===== config.mk =====
export PLATFORM = sky130hd
export DESIGN_NAME = uart_rx
export DESIGN_NICKNAME = d
export VERILOG_FILES = /design/src/rtl/uart_rx.sv
export SDC_FILE = /design/constraint.sdc
export NUM_CORES = 1
export LEC_CHECK = 0
export CORE_MARGIN = 2
export CORE_UTILIZATION = 40
export DETAILED_ROUTE_END_ITERATION = 8
export GPL_TIMING_DRIVEN = 1
export HOLD_SLACK_MARGIN = 0.02
export PLACE_DENSITY = 0.57
export SYNTH_ARGS = -nofsm -noshare
export SYNTH_HDL_FRONTEND = slang
export SYNTH_SLANG_ARGS = --single-unit

===== constraint.sdc =====
create_clock -name clk -period 2.6 [get_ports clk]
set_input_delay 0.52 -clock clk [delete_from_list [all_inputs] [get_ports clk]]
set_output_delay 0.52 -clock clk [all_outputs]
set_load 0.1 [all_outputs]

===== src/rtl/uart_rx.sv =====
// 8N1 UART receiver: two-flop synchronizer, mid-bit sampling FSM, and a
// single-entry output register with frame-error and overrun reporting.
module uart_rx #(
  parameter int CLKS_PER_BIT = 16
) (
  input  logic       clk,
  input  logic       rst,
  input  logic       serial_in,
  input  logic       data_ack,
  output logic [7:0] data_out,
  output logic       data_valid,
  output logic       frame_err,
  output logic       overrun,
  output logic       busy,
  output logic [2:0] state_dbg
);

  localparam int CW = $clog2(CLKS_PER_BIT);
  localparam logic [CW-1:0] HALF_LAST = CW'(CLKS_PER_BIT / 2 - 1);
  localparam logic [CW-1:0] FULL_LAST = CW'(CLKS_PER_BIT - 1);

  typedef enum logic [2:0] {
    S_IDLE      = 3'd0,
    S_START     = 3'd1,
    S_DATA      = 3'd2,
    S_STOP      = 3'd3,
    S_WAIT_HIGH = 3'd4
  } state_t;

  state_t        state, state_nx;
  logic          rx_meta, rx_s;
  logic [CW-1:0] baud_cnt, baud_nx;
  logic [2:0]    bit_idx, idx_nx;
  logic [7:0]    shift_reg, shift_nx;
  logic          load_byte;
  logic          fe_nx, ov_nx;

  always_ff @(posedge clk or posedge rst) begin
    if (rst) begin
      rx_meta <= 1'b1;
      rx_s    <= 1'b1;
    end else begin
      rx_meta <= serial_in;
      rx_s    <= rx_meta;
    end
  end

  always_ff @(posedge clk or posedge rst) begin
    if (rst) begin
      state     <= S_IDLE;
      baud_cnt  <= '0;
      bit_idx   <= 3'd0;
      shift_reg <= 8'h00;
    end else begin
      state     <= state_nx;
      baud_cnt  <= baud_nx;
      bit_idx   <= idx_nx;
      shift_reg <= shift_nx;
    end
  end

  // The counter free-runs inside a bit and is cleared at every sample point,
  // so the first sample lands mid start bit and later ones one bit apart.
  always_comb begin
    state_nx  = state;
    baud_nx   = baud_cnt + 1'b1;
    idx_nx    = bit_idx;
    shift_nx  = shift_reg;
    load_byte = 1'b0;
    fe_nx     = 1'b0;
    ov_nx     = 1'b0;
    case (state)
      S_IDLE: begin
        baud_nx = '0;
        idx_nx  = 3'd0;
        if (!rx_s) state_nx = S_START;
      end
      S_START: begin
        if (baud_cnt == HALF_LAST) begin
          baud_nx = '0;
          idx_nx  = 3'd0;
          state_nx = rx_s ? S_IDLE : S_DATA;
        end
      end
      S_DATA: begin
        if (baud_cnt == FULL_LAST) begin
          baud_nx           = '0;
          shift_nx[bit_idx] = rx_s;
          if (bit_idx == 3'd7) state_nx = S_STOP;
          else                 idx_nx   = bit_idx + 3'd1;
        end
      end
      S_STOP: begin
        if (baud_cnt == FULL_LAST) begin
          baud_nx = '0;
          if (rx_s) begin
            if (!data_valid || data_ack) load_byte = 1'b1;
            else                         ov_nx     = 1'b1;
            state_nx = S_IDLE;
          end else begin
            fe_nx    = 1'b1;
            state_nx = S_WAIT_HIGH;
          end
        end
      end
      S_WAIT_HIGH: begin
        baud_nx = '0;
        if (rx_s) state_nx = S_IDLE;
      end
      default: begin
        baud_nx  = '0;
        state_nx = S_IDLE;
      end
    endcase
  end

  // Output handshake: data_valid means data_out holds a byte the consumer has
  // not yet taken; data_ack high in a cycle clears it at the next edge unless
  // a new good byte lands in that same cycle, which reloads and keeps it high.
  always_ff @(posedge clk or posedge rst) begin
    if (rst) begin
      data_out   <= 8'h00;
      data_valid <= 1'b0;
      frame_err  <= 1'b0;
      overrun    <= 1'b0;
    end else begin
      frame_err <= fe_nx;
      overrun   <= ov_nx;
      if (load_byte) begin
        data_out   <= shift_reg;
        data_valid <= 1'b1;
      end else if (data_ack) begin
        data_valid <= 1'b0;
      end
    end
  end

  assign busy      = (state != S_IDLE);
  assign state_dbg = state;

endmodule


==> run summary <==
Area leader, netlist -> dfrtp_1
Nets@finish -> 140
Synthesized cell area -> 0.00141 mm^2
Commonest non-fill, non-tap cell in the layout -> dfrtp_1
GP Congestion -> 0.759
RR Endpoint -> shift_reg[1]$_DFFE_PP0P_
P_leak -> 0.789 nW
R2R Setup Slk -> 0.51 ns
Mean post-synth cell area -> 12.3 um^2
Worst Skew -> 0.00874 ns
Startpoint Class -> flip-flop
R2r worst-path depth -> 4
Rel. slew slack -> 0.442
Period minus WS final -> 2.10 ns
Area grow syn2layout -> 15.8%
Setup violations, final -> 0
Total gr overflow -> 0
Layout cells sized above 1 -> 0.376
Final count of hold timing violations -> 0
Syn nets -> 121
# rows -> 21
Via total after detailed routing -> 848
Dpl hpwl -> 1.58 mm
Final Max Tran Viols -> 0
Fmax -> 475 MHz
Critical path class -> flip-flop to output port
Worst EP required -> 2.08 ns
First-pass GRT wire length -> 4.04 mm
# DRC -> 0
Fin crit share -> 0.809
Post-cts sizing count -> 0
CTS clk-pin slew, worst paths -> 0.09 ns
Synth cell types -> 37
Crit path DAT -> 1.58 ns
Initial antenna violation count -> 0
Worst slew pin tran -> 0.831 ns
CTS tree -> yes
Die X -> 63.3 um
Top cell type's share of synthesized area -> 0.516
Commonest cells after routing, fill and taps aside -> 29 x dfrtp_1, 18 x mux2_2, 17 x buf_4, 7 x nor2_1
Part of the Yosys area used for sequential elements -> 0.553
Global Route Usage Sum -> 0.134
CTS buffer count -> 5
Routed Antenna Nets -> 0
HP Class -> flip-flop to flip-flop
Pre-CTS WS -> 0.493 ns
Top cells by area, synth -> dfrtp_1 52%, mux2_2 14%, dfstp_2 3.7%, ha_1 2.7%, xnor2_1 2.5%
IO Count -> 19
Largest net degree at the start of global routing -> 32
CTS Hold Buffers Added -> 0
Mapped Cells -> 114
Multi-input logic area -> 562 um^2
CTS max path bufs -> 2
Clk sink count -> 31
Final worst setup slack -> 0.497 ns
Total wire length -> 2.14 mm
VDD IR-drop max -> 0.358 mV
Worst setup EP type -> output port
Initial Util -> 0.419
Ys Warns -> 0
CTS root buffer -> clkbuf_4
RSZ-0062 raised after global routing -> no
HP Start -> rx_meta$_DFF_PP1_
Total die area -> 0.00401 mm^2
Flops & latches, synth -> 31
DRT Pass-1 Iters -> 3
Via-to-Cell Ratio -> 4.74
Endpoint of the worst hold path -> rx_s$_DFF_PP1_
R2r startpoint -> state_dbg[1]$_DFFE_PP0P_
Max_cap viols -> 0
Filler cells -> 323
Initial drt markers -> 26
Chip Height -> 63.3 um
Finished layout cell area -> 0.00163 mm^2
Status -> finished, final reports clean
CORE AREA -> 0.00336 mm^2
Clk Latency, worst-skew pair -> 0.32 ns
WL per Instance -> 11.9 um
Placed cell area -> 0.00157 mm^2
Reg area -> 778 um^2
Vias in the first global route -> 854
Ant diodes -> 0
Fin Setup TNS -> 0 ns
Setup repair bufs after CTS -> 0
CTS H-tree depth -> 2
Hold Crit Depth -> 0
CP max FO -> 12
Port bufs -> 18
Power density cells -> 852 mW/mm^2
-- cell families (layout without fill, tap and decap cells) --
| kind of cell | count (synthesis) | after routing | share of synthesized area |
|---|---|---|---|
| multiplexers | 19 | 19 | 0.151 |
| AND/OR/NAND/NOR | 35 | 35 | 0.149 |
| flip-flops | 31 | 31 | 0.553 |
| adder cells (fa/ha/maj) | 3 | 3 | 0.0267 |
| buffers and inverters | 13 | 32 | 0.0480 |
| XOR/XNOR | 5 | 5 | 0.0311 |
| AO/OA/AOI/OAI | 8 | 8 | 0.0409 |
-- per-layer routing --
metal	track usage	up-vias	routed length, um
met1	0.170	395	1070
met3	0.0607	5	110
met4	0.0652	0	51
met5	0	-	0
met2	0.192	16	908
li1	-	432	-
-- layout make-up --
type	count	area share
Clock buffer	6	0.0315
Tap cell	46	0.0353
Inverter	5	0.0115
Clock inverter	1	0.00307
Multi-Input combinational cell	70	0.345
Timing Repair Buffer	20	0.0967
Sequential cell	31	0.477
-- synthesized netlist by cell type --
library cell	number
a21o_2	1
a21oi_1	1
a311oi_1	1
a31o_2	1
a31oi_1	1
and2_1	1
buf_1	1
buf_2	3
buf_6	2
clkbuf_1	2
dfrtp_1	29
dfstp_2	2
ha_1	3
inv_1	5
mux2_2	18
mux2i_1	1
nand2_1	5
nand2b_1	1
nand3_1	3
nand3b_1	2
nor2_1	7
nor2b_1	2
nor3_1	3
nor3b_1	1
nor3b_2	2
nor4_1	2
nor4b_1	1
o21a_1	1
o21ai_0	1
o31ai_1	1
or3_1	1
or3_2	1
or3_4	1
or3b_1	1
or4_1	1
xnor2_1	4
xor2_1	1
-- stage by stage --
step	cells	total power [mW]	hold slack, ns	utilization
after floorplan	114	1.08	0.345	-
after global placement	172	1.12	0.348	0.468
final	179	1.39	0.359	0.485
after global routing	179	1.51	0.364	0.485
after detailed placement	172	1.13	0.348	0.468
after CTS	179	1.42	0.361	0.485
-- worst max-delay path by stage --
stage	startpoint	to	slack [ns]
after floorplan	state_dbg[1]$_DFFE_PP0P_	data_out[0]$_DFFE_PP0P_	0.03
after global placement	state_dbg[1]$_DFFE_PP0P_	shift_reg[0]$_DFFE_PP0P_	0.48
after detailed placement	state_dbg[1]$_DFFE_PP0P_	shift_reg[1]$_DFFE_PP0P_	0.49
after CTS	state_dbg[2]$_DFFE_PP0P_	busy	0.48
after global routing	state_dbg[1]$_DFFE_PP0P_	state_dbg[2]$_DFFE_PP0P_	0.38
final	state_dbg[2]$_DFFE_PP0P_	busy	0.50
-- power breakdown --
part           total [mW]  switching [mW]  leakage [nW]  internal (mW)
Combinational       0.406           0.199         0.350          0.207
Clock               0.274           0.149        0.0341          0.125
Sequential          0.708           0.118         0.405          0.590
-- critical path: stages (launching register included) --
cell,delay (ns)
dfrtp_1,0.51
or3_2,0.51
buf_4,0.24
No activity file was read; power rests on OpenSTA's default activity.
